### src/rtl/output_module_if.sv
// Bus between the merge-tree output stage and its producer/consumer.
// The producer side (master) drives elements, flush requests and the
// downstream ready; the output stage (slave) answers with back-pressure,
// packed blocks and status.
interface output_module_if;
    logic [31:0]  din;
    logic         din_valid;
    logic         full;
    logic         flush;
    logic [511:0] dout;
    logic         dout_valid;
    logic         dout_rdy;
    logic         flush_busy;
    logic [15:0]  blk_cnt;

    modport master (
        output din, din_valid, flush, dout_rdy,
        input  full, dout, dout_valid, flush_busy, blk_cnt
    );

    modport slave (
        input  din, din_valid, flush, dout_rdy,
        output full, dout, dout_valid, flush_busy, blk_cnt
    );
endinterface

### src/rtl/output_module.sv
// Packs 32-bit sorted elements into 512-bit blocks, first element in the
// lowest lane, and queues finished blocks in a two-entry output FIFO.
// A flush closes a partial block, padding the unused lanes with PAD; the
// padded block waits in a pending state until the FIFO has room.
module output_module #(
    parameter int          ELEMS = 16,
    parameter logic [31:0] PAD   = 32'hFFFFFFFF
) (
    input  logic           clk,
    input  logic           rst,
    output_module_if.slave bus
);

    typedef enum logic {
        IDLE,
        PENDING
    } flush_state_t;

    flush_state_t state;
    flush_state_t state_next;

    logic [3:0]   cnt;
    logic [3:0]   cnt_next;
    logic [3:0]   cnt_after;
    logic [31:0]  lanes [ELEMS];

    logic [511:0] mem [2];
    logic         wr_ptr;
    logic         rd_ptr;
    logic [1:0]   occ;
    logic [15:0]  blk_cnt;

    logic         accept;
    logic         deq;
    logic         space;
    logic         push_full;
    logic         push_pad;
    logic         push;
    logic [511:0] full_block;
    logic [511:0] pad_block;
    logic [511:0] push_data;

    // Handshake decodes; full depends on registered state only so the
    // producer never sees a combinational loop through din_valid or flush.
    assign accept    = bus.din_valid && !bus.full;
    assign deq       = bus.dout_valid && bus.dout_rdy;
    assign space     = (occ != 2'd2) || deq;
    assign cnt_after = accept ? cnt + 4'd1 : cnt;
    assign push_full = accept && (cnt == 4'd15);
    assign push      = push_full || push_pad;
    assign push_data = push_pad ? pad_block : full_block;

    assign bus.full       = (occ == 2'd2) || ((state == PENDING) && (cnt != 4'd0));
    assign bus.flush_busy = (state == PENDING);
    assign bus.dout_valid = (occ != 2'd0);
    assign bus.dout       = mem[rd_ptr];
    assign bus.blk_cnt    = blk_cnt;

    // Assemble the two candidate blocks: a complete one whose top lane is the
    // element arriving now, and a padded one built from the stored lanes.
    always_comb begin
        full_block = '0;
        pad_block  = '0;
        for (int i = 0; i < ELEMS; i++) begin
            full_block[32*i +: 32] = (i == ELEMS - 1) ? bus.din : lanes[i];
            pad_block[32*i +: 32]  = (i < int'(cnt)) ? lanes[i] : PAD;
        end
    end

    // Flush control: a flush that leaves lanes filled parks the partial block
    // in PENDING, which holds off new elements until the block is pushed.
    always_comb begin
        state_next = state;
        cnt_next   = cnt;
        push_pad   = 1'b0;
        case (state)
            IDLE: begin
                cnt_next = cnt_after;
                if (bus.flush && (cnt_after != 4'd0)) begin
                    state_next = PENDING;
                end
            end
            PENDING: begin
                if (space) begin
                    push_pad   = 1'b1;
                    cnt_next   = 4'd0;
                    state_next = IDLE;
                end
            end
            default: begin
                state_next = IDLE;
            end
        endcase
    end

    // Flush state and lane counter; reset discards any partial block.
    always_ff @(posedge clk or posedge rst) begin
        if (rst) begin
            state <= IDLE;
            cnt   <= 4'd0;
        end else begin
            state <= state_next;
            cnt   <= cnt_next;
        end
    end

    // Lane storage needs no reset: the counter decides which lanes are live.
    always_ff @(posedge clk) begin
        if (accept) begin
            lanes[cnt] <= bus.din;
        end
    end

    // FIFO pointers and occupancy; a simultaneous push and pop keeps the count.
    always_ff @(posedge clk or posedge rst) begin
        if (rst) begin
            wr_ptr <= 1'b0;
            rd_ptr <= 1'b0;
            occ    <= 2'd0;
        end else begin
            if (push) begin
                wr_ptr <= ~wr_ptr;
            end
            if (deq) begin
                rd_ptr <= ~rd_ptr;
            end
            case ({push, deq})
                2'b10:   occ <= occ + 2'd1;
                2'b01:   occ <= occ - 2'd1;
                default: occ <= occ;
            endcase
        end
    end

    // FIFO storage; contents are meaningless until the first push.
    always_ff @(posedge clk) begin
        if (push) begin
            mem[wr_ptr] <= push_data;
        end
    end

    // Running count of blocks handed downstream, wrapping naturally.
    always_ff @(posedge clk or posedge rst) begin
        if (rst) begin
            blk_cnt <= 16'd0;
        end else if (deq) begin
            blk_cnt <= blk_cnt + 16'd1;
        end
    end

endmodule
### src/flat_wrapper.sv
// flat-port wrapper written by rule: the top's interface ports become plain ports
module output_module_flat 
#(
    parameter int          ELEMS = 16,
    parameter logic [31:0] PAD   = 32'hFFFFFFFF
)
  (clk, rst, bus_din, bus_din_valid, bus_flush, bus_dout_rdy, bus_full, bus_dout, bus_dout_valid, bus_flush_busy, bus_blk_cnt);
  output_module_if bus_i ();
  input  logic clk;
  input  logic rst;
  input wire logic [$bits(bus_i.din)-1:0] bus_din;
  input wire logic [$bits(bus_i.din_valid)-1:0] bus_din_valid;
  input wire logic [$bits(bus_i.flush)-1:0] bus_flush;
  input wire logic [$bits(bus_i.dout_rdy)-1:0] bus_dout_rdy;
  output wire logic [$bits(bus_i.full)-1:0] bus_full;
  output wire logic [$bits(bus_i.dout)-1:0] bus_dout;
  output wire logic [$bits(bus_i.dout_valid)-1:0] bus_dout_valid;
  output wire logic [$bits(bus_i.flush_busy)-1:0] bus_flush_busy;
  output wire logic [$bits(bus_i.blk_cnt)-1:0] bus_blk_cnt;
  assign bus_i.din = bus_din;
  assign bus_i.din_valid = bus_din_valid;
  assign bus_i.flush = bus_flush;
  assign bus_i.dout_rdy = bus_dout_rdy;
  assign bus_full = bus_i.full;
  assign bus_dout = bus_i.dout;
  assign bus_dout_valid = bus_i.dout_valid;
  assign bus_flush_busy = bus_i.flush_busy;
  assign bus_blk_cnt = bus_i.blk_cnt;
  output_module #(.ELEMS(ELEMS), .PAD(PAD)) u_core (.clk(clk), .rst(rst), .bus(bus_i));
endmodule
### config.mk
export PLATFORM = sky130hd
export DESIGN_NAME = output_module_flat
export DESIGN_NICKNAME = d
export VERILOG_FILES = /design/src/rtl/output_module_if.sv /design/src/rtl/output_module.sv /design/src/flat_wrapper.sv
export SDC_FILE = /design/constraint.sdc
export NUM_CORES = 1
export LEC_CHECK = 0
export ABC_AREA = 0
export CAP_MARGIN = 20
export CORE_MARGIN = 2
export CORE_UTILIZATION = 40
export DETAILED_ROUTE_END_ITERATION = 10
export DONT_BUFFER_PORTS = 1
export SLEW_MARGIN = 20
export SYNTH_ARGS = -nofsm -noshare
export SYNTH_HDL_FRONTEND = slang
export SYNTH_SLANG_ARGS = --single-unit
### constraint.sdc
create_clock -name clk -period 32 [get_ports clk]
set_input_delay 6.4 -clock clk [delete_from_list [all_inputs] [get_ports clk]]
set_output_delay 6.4 -clock clk [all_outputs]
set_load 0.05 [all_outputs]
# After elaboration in Yosys (flattened, before gate mapping)
# Memories as Yosys holds them, arrays and structs flattened.
# Index checks and enable logic that the tools add are counted.
# classes
n_lt_le_gt_ge,15
reduce_logical,13
eq_ne,6
addsub,4
n_mux,29
bitwise_logic,3
# op_table
op,n
2-to-1 mux 512 bit,1
2-to-1 mux 32 bit,15
"less-than comparator 4 bit, first input constant",7
"adder 16 x 1 -> 16 bit, second input constant",1
"less-than comparator 3 x 4 -> 1 bit, first input constant",4
"less-than comparator 1 x 4 -> 1 bit, first input constant",2
"less-than comparator 2 x 4 -> 1 bit, first input constant",2
2-to-1 mux 1 bit,8
2-to-1 mux 4 bit,2
one-hot mux 4 bit (2 select lines),1
nonzero test 4 bit,2
logical AND 1 bit,5
"adder 4 x 1 -> 4 bit, second input constant",1
"== test 2 bit, second input constant",2
"== test 4 bit, second input constant",1
"inequality test 2 bit, second input constant",2
one-hot mux 2 bit (2 select lines),1
nonzero test 2 bit,2
logical OR 1 bit,3
inverter 1 bit,3
"adder 2 x 1 -> 2 bit, second input constant",1
"== test 2 x 1 -> 1 bit, second input constant",1
one-hot mux 1 bit (2 select lines),1
"subtractor 2 x 1 -> 2 bit, second input constant",1
zero test 1 bit,1
# totals
ram_bits,1536
word_cells,78
register_bits,25
memories,2
out_inout_bits,531
# mem_list
name,depth,width,rd,rd_clocked_by_memory_dff,wr,line,rtl
u_core.mem,2,512,1,0,1,output_module.sv:27,logic [511:0] mem [2];
u_core.lanes,16,32,15,0,1,output_module.sv:25,logic [31:0] lanes [ELEMS];

# Logic depth before layout (Yosys ltp)
# Gate-level depths: netlist (run 1).
# depth
ltp_word,10
ltp_mapped,10
mapped_depth_nobuf,9

# Worst setup path before layout (run 1)
# No wires, ideal clock.
# synth_path
kind,in2reg
start,input port bus_dout_rdy
end,memory u_core.mem[1][0] (enable)
stages,4
slack_ns,1.526
n_path_buf,0
t_arrival_ns,29.019
required_ns,30.545
path_cell_list,nor3b_4 > nor2_2 > a41oi_2 > nor2b_1
# synth_via
elab_chain_len,7
# synth_rtl
element,line,rtl
from (decl),flat_wrapper.sv:14,input wire logic [$bits(bus_i.dout_rdy)-1:0] bus_dout_rdy;
logical AND 1 bit,output_module.sv:46,assign deq = bus.dout_valid && bus.dout_rdy;
logical OR 1 bit,output_module.sv:47,assign space = (occ != 2'd2) || deq;
2-to-1 mux 1 bit,output_module.sv:84,if (space) begin
2-to-1 mux 1 bit,output_module.sv:76,case (state)
logical OR 1 bit,output_module.sv:50,assign push = push_full || push_pad;
2-to-1 mux 1 bit,output_module.sv:137,if (push) begin
2-to-1 mux 1 bit (not written as such),output_module.sv:138,mem[wr_ptr] <= push_data;
to (decl),output_module.sv:27,
# Every way passes these cells.

# Worst setup path after layout (run 1)
# layout_path
start,register u_core.rd_ptr
end,output port bus_dout[178]
# layout_via
elab_chain_len,1
# layout_rtl
element,line,rtl
from (decl),output_module.sv:29,logic rd_ptr;
from (signal assigned),output_module.sv:125,rd_ptr <= ~rd_ptr;
memory (2 x 512 bit),n/a,
to (decl),flat_wrapper.sv:16,output wire logic [$bits(bus_i.dout)-1:0] bus_dout;
# Every way passes these cells.

==> run metrics, run 1 <==
P_leak=approximately 20 nW; largest net degree at the start of global routing=169; Resized Gates After CTS=0; TritonCTS Sinks=roughly 1.5k; Setup crit start kind=flip-flop; initial antenna violation count=27; layout net count=2936; synth cell count leaders=1504 x edfxtp_1, 512 x mux2_2, 387 x nand2b_1, 90 x or2_1, 82 x buf_2; Slowest cell on crit path=buf_4; WL per Instance=28.57 um; port bufs=0; clock share of power=25.6%; detailed-route DRC error count=0; Total GRT Usage=19.11%; Sw Pwr=roughly 0.0027 W; share of power burned in registers=between 40 and 50%; final wirelength=140000 um; P&R area growth vs syn=13.09%; vias in the first global route=25.05k; CTS tree=built; Hold Fails Final Rpt=0; Die Ht=379.2 um; HPWL Detailed=82390 um; RR Startpoint=u_core.cnt[1]; Slew Viols, Final=0; R2R depth=9; Syn Area/Cell=20.09 um^2; worst-case clock buffer depth=3; post-CTS setup buffer count=0; cell chain of the critical path=buf_12, buf_16, buf_4, mux2_2; clk root buf=clkbuf_16; worst path required time=25.60 ns; die area=approximately 0.14 mm^2; Seq/Total Area, Yosys=81.32%; final period utilization=between 30% and 40%; CP Data Arrival Time=4.01 ns; grt total ovfl=0; critical path peak fanout=between 100 and 150; Worst-path clk slew=roughly 0.060 ns; clk_lat worst skew=0.80 ns; post-route minimum period=10.41 ns; PD cells=between 100 and 150 mW/mm^2; Slew @ Worst Pin=roughly 1.1 ns; Synthesis Warnings=0; Levels on crit path=4; Int Pwr=between 0.004 and 0.005 W; TNS Setup=0 ns; register bit total from synthesis=roughly 1.5k; sw frac=about two fifths; htree depth=4; post-synth top area share=80.21%; synth unique cells=53; Hold WC Path Type=reg2reg; Vias/cell=5.071; drt first pass iters=7; Mapped Area=0.05631 mm^2; gp weighted congestion=0.7879; Synth area leaders=edfxtp_1 80%, mux2_2 10%, nand2b_1 4.3%, dfrtp_1 1.1%, or2_1 1.0%; via count=24.85k; # hold bufs at CTS=0; Setup crit end=bus_dout[178]; Primary FF master, synth=edfxtp_1; count leader, synth=edfxtp_1; Max-cap violations=0; layout cells sized above 1=28.23%; CP Launch Point=u_core.rd_ptr; row count=137; Fillers=11.70k; Synth async-reset ratio=about 1.6%; Post-synth EDFFs=1504; peak supply drop=0.05687 mV; final antenna-violating net count=0; critical path type=reg2out; max frequency=0.09602 GHz; flop2flop setup slack=26.25 ns; crit-path leading delay family=buffers and inverters; post-synth top area cell=edfxtp_1; CP Capture Type=output pin; Clock Skews=roughly 0.041 ns; IO Count=568; chip width=379.2 um; outcome=finished, final reports clean; Buf/Inv on CP=3; relative slew slack=28.00%; synthesized instance count=2803; DRT iter0 DRCs=2068; syn_nets=2846; core area=around 0.14 mm^2; CTS Buf Count=155; first-pass GRT wire length=between 150000 and 200000 um; RSZ-0062 raised after global routing=no; Starting Density=40.35%; Final Core Density=a little under half; Final setup viols=0; Gate power share=roughly a third; slowest stage delay, CP=0.85 ns; reg2reg end=u_core.mem[1][356]
==> cells in the final DEF, fill, tap and decap left out, types with 15 or more instances in the layout <==
cell and instances:
buf_4 35, clkbuf_1 33, clkbuf_16 156, clkinv_1 34, clkinv_2 19, dfrtp_1 24
edfxtp_1 1504, mux2_2 512, nand2_1 20, nand2b_1 387, or2_1 90, or2_2 39
xnor2_1 15
==> cell type report <==
cell class	instances	area, um^2	share of cell area, %
Multi-Input combinational cell	1154	10020	15.74
Tap cell	1876	2347	3.686
Sequential cell	1529	45790	71.91
Inverter	7	26.28	0.04126
Clock inverter	85	873.3	1.371
Clock buffer	193	4083	6.411
Timing Repair Buffer	46	511.7	0.8036
Antenna cell	10	25.02	0.03930
==> logic make-up (layout without fill, tap and decap cells) <==
family / after synthesis / count (layout) / synth area share (%)
flip-flops: 1529 / 1529 / 81.32
AND/OR/NAND/NOR: 595 / 595 / 6.517
multiplexers: 512 / 512 / 10.24
buffers and inverters: 120 / 331 / 1.149
AO/OA/AOI/OAI: 21 / 21 / 0.3311
XOR/XNOR: 20 / 20 / 0.3111
adder cells (fa/ha/maj): 6 / 6 / 0.1333
other: 0 / 10 / 0
==> flip-flops by register name, indices dropped and copies added (netlist names) <==
signal / flops
u_core.mem: 1024
u_core.occ: 2
u_core.lanes: 480
u_core.wr_ptr: 1
u_core.bus.blk_cnt: 16
u_core.cnt: 4
u_core.rd_ptr: 1
u_core.bus.flush_busy: 1
==> per-layer routing <==
layer / vias to the layer above / share of wire, % / global-route usage [%]
li1: 10861 / - / -
met1: 12890 / 39 / 23.21
met2: 902 / 49 / 31.87
met3: 190 / 9.5 / 7.023
met4: 4 / 2.2 / 5.451
met5: - / 0.016 / 0
==> how the worst min path moves through the flow <==
stage | endpoint | depth (start not counted) | start | slack, ns
detailed placement | u_core.mem[0][245] | 1 | u_core.lanes[7][21] | 0.50
CTS | u_core.mem[0][26] | 1 | u_core.lanes[0][26] | 0.50
global route | u_core.mem[0][457] | 1 | u_core.lanes[14][9] | 0.53
finish | u_core.mem[0][10] | 1 | u_core.lanes[0][10] | 0.50
global placement | u_core.mem[0][128] | 1 | u_core.lanes[4][0] | 0.50
floorplan | u_core.wr_ptr | 1 | u_core.wr_ptr | 0.46
==> per-stage QoR <==
stage	cells	cell area (um^2)	total power, W	hold WS [ns]	setup slack, ns
after floorplan	2803	56310	0.004986	0.4608	1.526
after global routing	4890	63660	0.007077	0.5271	21.38
after CTS	4885	63530	0.006902	0.5014	21.01
final	4900	63680	0.006836	0.5010	21.59
after global placement	4605	58520	0.005094	0.4952	21.37
after detailed placement	4607	58570	0.005143	0.5039	21.20
==> power groups by stage <==
stage	Clock [W]	Sequential, W	Combinational [W]
final	0.00175	0.00280	0.00228
after global routing	0.00187	0.00283	0.00238
after CTS	0.00179	0.00282	0.00229
after detailed placement	0	0.00286	0.00229
after global placement	0	0.00285	0.00225
after floorplan	0	0.00308	0.00191
(Power assumes the default switching activity.)
==> run 2, diff against run 1 <==
==> constraint.sdc (replaced) <==
create_clock -name clk -period 8.61 [get_ports clk]
set_input_delay 1.722 -clock clk [delete_from_list [all_inputs] [get_ports clk]]
set_output_delay 1.722 -clock clk [all_outputs]
set_load 0.05 [all_outputs]
==> run 2 against run 1 <==
Clock power increased to 3.7 times the previous value. Combinational power increased to 3.7 times the previous value. Via count increased by 0.45%. Worst setup slack got worse by 18 ns. Critical path depth decreased by 1. Clock skew decreased by 0.0010 ns. Critical endpoint is now bus_dout[18].
==> run metrics, run 2 (synthesis results as in run 1) <==
Hold Fails Final Rpt=0 (unchanged); Worst-path clk slew=0.07 ns (about the same); worst-case clock buffer depth=3 (unchanged); layout net count=2933 (-0.10%); Starting Density=40.35% (unchanged); R2R depth=8 (-1); CP Capture Type=output pin; port bufs=0 (unchanged); P_leak=20.41 nW (-0.39%); max frequency=0.1853 GHz; CTS Buf Count=155 (unchanged); most frequent cells in the layout=1504 x edfxtp_1, 512 x mux2_2, 387 x nand2b_1; row count=137 (unchanged); Fillers=11.68k (-0.14%); PD cells=398.5 mW/mm^2 (+270%); Max-cap violations=0 (unchanged); drt first pass iters=7 (unchanged); commonest non-fill, non-tap cell in the layout=edfxtp_1; final setup margin=3.212 ns (-18.37 ns); Die Ht=379.2 um (unchanged); initial antenna violation count=30 (+11%); TNS Setup=0 ns (unchanged); final antenna-violating net count=0 (unchanged); critical path peak fanout=133 (+5.6%); CTS tree=built; final wirelength=140800 um (+0.54%); layout cells sized above 1=27.94% (-0.30 points); die area=0.1438 mm^2 (unchanged); first-pass GRT wire length=192400 um (+1.0%); HPWL Detailed=80310 um (-2.5%); IO Count=568 (unchanged); clk_lat worst skew=0.79 ns (about the same); largest net degree at the start of global routing=173 (+2.4%); peak supply drop=0.3225 mV (+470%); Largest Register=u_core.mem; max reg flops=1024 (unchanged); via count=24.96k (+0.45%); core area=0.1395 mm^2 (unchanged); # hold bufs at CTS=0 (unchanged); vias in the first global route=25.43k (+1.5%); Setup crit start kind=flip-flop; P&R area growth vs syn=12.91%; CP Data Arrival Time=3.68 ns (-0.33 ns); Slew @ Worst Pin=1.195 ns (+0.1152 ns); grt total ovfl=0 (unchanged); RR Startpoint=u_core.cnt[1]; gp weighted congestion=0.7729 (-1.9%); Hold WC Path Type=reg2reg; Slew Viols, Final=0 (unchanged); critical path type=reg2out; Top Registers=u_core.mem x1024, u_core.lanes x480, u_core.bus.blk_cnt x16; flop2flop setup slack=4.56 ns (-21.69 ns); worst path required time=6.89 ns (-18.71 ns); detailed-route DRC error count=0 (unchanged); worst hold slack=0.5005 ns (-0.0005340 ns); CP Launch Point=u_core.rd_ptr; final period utilization=a little over three fifths; relative slew slack=20.33% (-7.7 points); Setup crit end=bus_dout[18]; Vias/cell=5.087 (+0.32%); post-route minimum period=5.398 ns; WL per Instance=28.69 um (+0.42%); Resized Gates After CTS=0 (unchanged); DRT iter0 DRCs=2166 (+4.7%); post-CTS setup buffer count=0 (unchanged); TritonCTS Sinks=1529 (unchanged); Final setup viols=0 (unchanged); htree depth=4 (unchanged); chip width=379.2 um (unchanged); clk root buf=clkbuf_16; finished layout cell area=0.06358 mm^2 (-0.16%); Post-DP Area=0.05862 mm^2 (about the same); pre-CTS setup slack=3.979 ns (-17.22 ns); Clock Skews=0.03998 ns (-0.001050 ns); Total GRT Usage=19.25% (+0.14 points); reg2reg end=u_core.mem[0][194]; outcome=finished, final reports clean; RSZ-0062 raised after global routing=no
-- run 2: worst min path at each step --
stage	startpoint	endpoint	slack [ns]	depth (start not counted)
3_5_place_dp	u_core.lanes[7][15]	u_core.mem[1][239]	0.50	1
5_1_grt	u_core.lanes[13][0]	u_core.mem[0][416]	0.51	1
6_report	u_core.lanes[13][0]	u_core.mem[1][416]	0.50	1
2_1_floorplan	u_core.lanes[3][1]	u_core.mem[0][97]	0.49	1
4_1_cts	u_core.lanes[13][0]	u_core.mem[0][416]	0.49	1
3_3_place_gp	u_core.lanes[4][26]	u_core.mem[0][154]	0.50	1
-- run 2: critical path, stage by stage, from the launching register on --
cell and delay [ns]:
dfrtp_4 1.01, buf_12 0.44, buf_4 0.57, mux2_2 0.53
-- run 2: report_power, final --
group / internal [W] / switching [W] / total [W]
combinational: 0.00166 / 0.00681 / 0.00847
sequential: 0.00998 / 0.000460 / 0.0104
clock: 0.00359 / 0.00284 / 0.00643
total: 0.0152 / 0.0101 / 0.0253
-- run 2: routing by layer --
metal	share of wire, %	track usage, %
met4	2.5	6.297
met3	9.6	6.520
met1	39	23.98
met2	49	31.49
met5	0.019	0
-- run 2: layout make-up --
cell class / count / area [um^2] / area share, %
Sequential cell: 1529 / 45790 / 72.03
Multi-Input combinational cell: 1154 / 10040 / 15.79
Clock buffer: 196 / 4064 / 6.392
Tap cell: 1876 / 2347 / 3.692
Clock inverter: 85 / 788.3 / 1.240
Timing Repair Buffer: 43 / 483.0 / 0.7596
Antenna cell: 16 / 40.04 / 0.06297
Inverter: 7 / 26.28 / 0.04133
-- run 2: metrics by stage --
step | cells | util (%) | power, W
finish | 4906 | 45.57 | 0.02534
global placement | 4604 | 41.97 | 0.01895
CTS | 4887 | 45.49 | 0.02561
floorplan | 2803 | - | 0.01779
global route | 4890 | 45.54 | 0.02621
detailed placement | 4606 | 42.01 | 0.01916
==> run 3, diff against run 2 <==
==> constraint.sdc (replaced) <==
create_clock -name clk -period 4.6 [get_ports clk]
set_input_delay 0.92 -clock clk [delete_from_list [all_inputs] [get_ports clk]]
set_output_delay 0.92 -clock clk [all_outputs]
set_load 0.05 [all_outputs]
==> run 3 against run 2 <==
Sequential power increased by 87%. Worst setup slack got worse by 2.5 ns. Combinational power increased by 92%. Die area unchanged. Via count increased by 1.2%. Design area increased by 0.84%. First-iteration DRC count decreased by 3.0%. Largest power group unchanged.
==> run metrics, run 3 (synthesis results as in run 1) <==
Largest Register=u_core.mem; cell chain of the critical path=buf_12, buf_12, mux2_2; row count=137 (unchanged); Starting Density=40.35% (unchanged); Buf/Inv on CP=2 (unchanged); largest net degree at the start of global routing=95 (-45%); clk root buf=clkbuf_16; Setup crit start kind=flip-flop; final setup margin=0.7537 ns (-2.459 ns); slowest stage delay, CP=0.80 ns (-0.21 ns); worst path required time=3.68 ns (-3.21 ns); core area=0.1395 mm^2 (unchanged); layout net count=2966 (+1.1%); CTS Buf Count=157 (+1.3%); DRT iter0 DRCs=2101 (-3.0%); outcome=finished, final reports clean; post-CTS setup buffer count=0 (unchanged); flop2flop setup slack=1.11 ns (-3.45 ns); Final setup viols=0 (unchanged); initial antenna violation count=28 (-6.7%); CTS tree=built; detailed-route DRC error count=0 (unchanged); peak supply drop=0.4288 mV (+33%); # hold bufs at CTS=0 (unchanged); Total GRT Usage=19.62% (+0.38 points); clk_lat worst skew=0.80 ns (about the same); gp weighted congestion=0.7660 (-0.89%); IO Count=568 (unchanged); P_leak=20.66 nW (+1.2%); critical path type=reg2out; HPWL Detailed=86310 um (+7.5%); Worst-path clk slew=0.06 ns (about the same); worst hold slack=0.09925 ns (-0.4012 ns); Hold WC Path Type=in2async; final antenna-violating net count=0 (unchanged); CP Capture Type=output pin; Slew @ Worst Pin=0.9140 ns (-0.2811 ns); max reg flops=1024 (unchanged); R2R depth=8 (unchanged); final period utilization=83.61%; drt first pass iters=7 (unchanged); Slowest cell on crit path=dfrtp_4; via count=25.27k (+1.2%); PD cells=745.8 mW/mm^2 (+87%); cell mode on critical path=buf_12; Cells after DPL=4635 (+0.63%); Top Registers=u_core.mem x1024, u_core.lanes x480, u_core.bus.blk_cnt x16; CP Data Arrival Time=2.93 ns (-0.75 ns); TritonCTS Sinks=1529 (unchanged); Die Ht=379.2 um (unchanged); post-route minimum period=3.846 ns; RSZ-0062 raised after global routing=no; RR Startpoint=u_core.cnt[1]; vias in the first global route=25.58k (+0.60%); commonest non-fill, non-tap cell in the layout=edfxtp_1; critical path peak fanout=62 (-53%); P&R area growth vs syn=13.86%; Slew Viols, Final=0 (unchanged); Max-cap violations=0 (unchanged); CP Launch Point=u_core.rd_ptr; reg2reg end=u_core.mem[0][412]; Hold Fails Final Rpt=0 (unchanged); port bufs=0 (unchanged); max frequency=0.2600 GHz; WL per Instance=29.15 um (+1.6%); Resized Gates After CTS=0 (unchanged); crit-path leading delay family=flip-flops; pre-CTS setup slack=1.149 ns (-2.831 ns); final wirelength=143700 um (+2.1%); Vias/cell=5.126 (+0.75%); first-pass GRT wire length=195600 um (+1.6%); relative slew slack=39.07% (+19 points); grt total ovfl=0 (unchanged); most frequent cells in the layout=1504 x edfxtp_1, 512 x mux2_2, 387 x nand2b_1; worst-case clock buffer depth=3 (unchanged); non-filler cells, final=4930 (+0.49%); layout cells sized above 1=28.85% (+0.92 points); htree depth=4 (unchanged); Fillers=11.62k (-0.51%); die area=0.1438 mm^2 (unchanged); Clock Skews=0.03230 ns (-0.007685 ns); chip width=379.2 um (unchanged)
## run 3: cell types whose count changed in the layout (fill, tap and decap cells not counted), sizes merged
| cell | delta |
|---|---|
| bufinv | -1 |
| buf | +31 |
| diode | -5 |
| clkinv | +1 |
| clkbuf | +3 |
| clkinvlp | +3 |
| inv | -8 |
## run 3: metal layers
metal	up-vias	GRT usage [%]	share of wire (%)	wire (um)
met4	6	4.545	2.0	2823
met3	162	7.385	9.8	14060
met1	13178	24.05	39	55920
met5	-	0	0.029	42
li1	10924	-	-	-
met2	999	32.86	49	70870
## run 3: cell type report
cell class                      count  area (um^2)  area share, %
Antenna cell                       11        27.53        0.04293
Clock buffer                      199         4128          6.438
Clock inverter                     80        773.2          1.206
Inverter                            7        28.78        0.04489
Multi-Input combinational cell   1154        10040          15.66
Sequential cell                  1529        45790          71.42
Tap cell                         1876         2347          3.661
Timing Repair Buffer               74        975.9          1.522
## run 3: where the power goes
group          internal (W)  switching [W]
combinational       0.00335         0.0130
clock               0.00675        0.00530
sequential           0.0186       0.000774
total                0.0287         0.0191
## run 3: worst reg2reg max path: stages, from the launching register on
cell and delay, ns:
dfrtp_1 0.55, inv_4 0.16, ha_4 0.20, nor3b_4 0.26
o211a_1 0.46, a41oi_4 0.25, nor2_4 0.44, buf_12 0.25
buf_4 0.50
## run 3: worst max-delay path by stage
stage / to / cells past startpoint
after floorplan: u_core.mem[1][0] / 7
after global placement: u_core.mem[0][427] / 8
after detailed placement: u_core.mem[0][351] / 8
after CTS: bus_dout[61] / 3
after global routing: bus_dout[172] / 3
final: bus_dout[62] / 3
## run 3: metrics by stage
| stage | setup TNS [ns] | utilization, % | total power (W) | area (um^2) |
|---|---|---|---|---|
| after floorplan | -4923.69 | - | 0.03331 | 56360 |
| after global placement | 0 | 42.24 | 0.03581 | 58940 |
| final | 0 | 45.95 | 0.04782 | 64110 |
| after CTS | 0 | 45.85 | 0.04832 | 63970 |
| after global routing | 0 | 45.93 | 0.04948 | 64090 |
| after detailed placement | 0 | 42.33 | 0.03622 | 59070 |
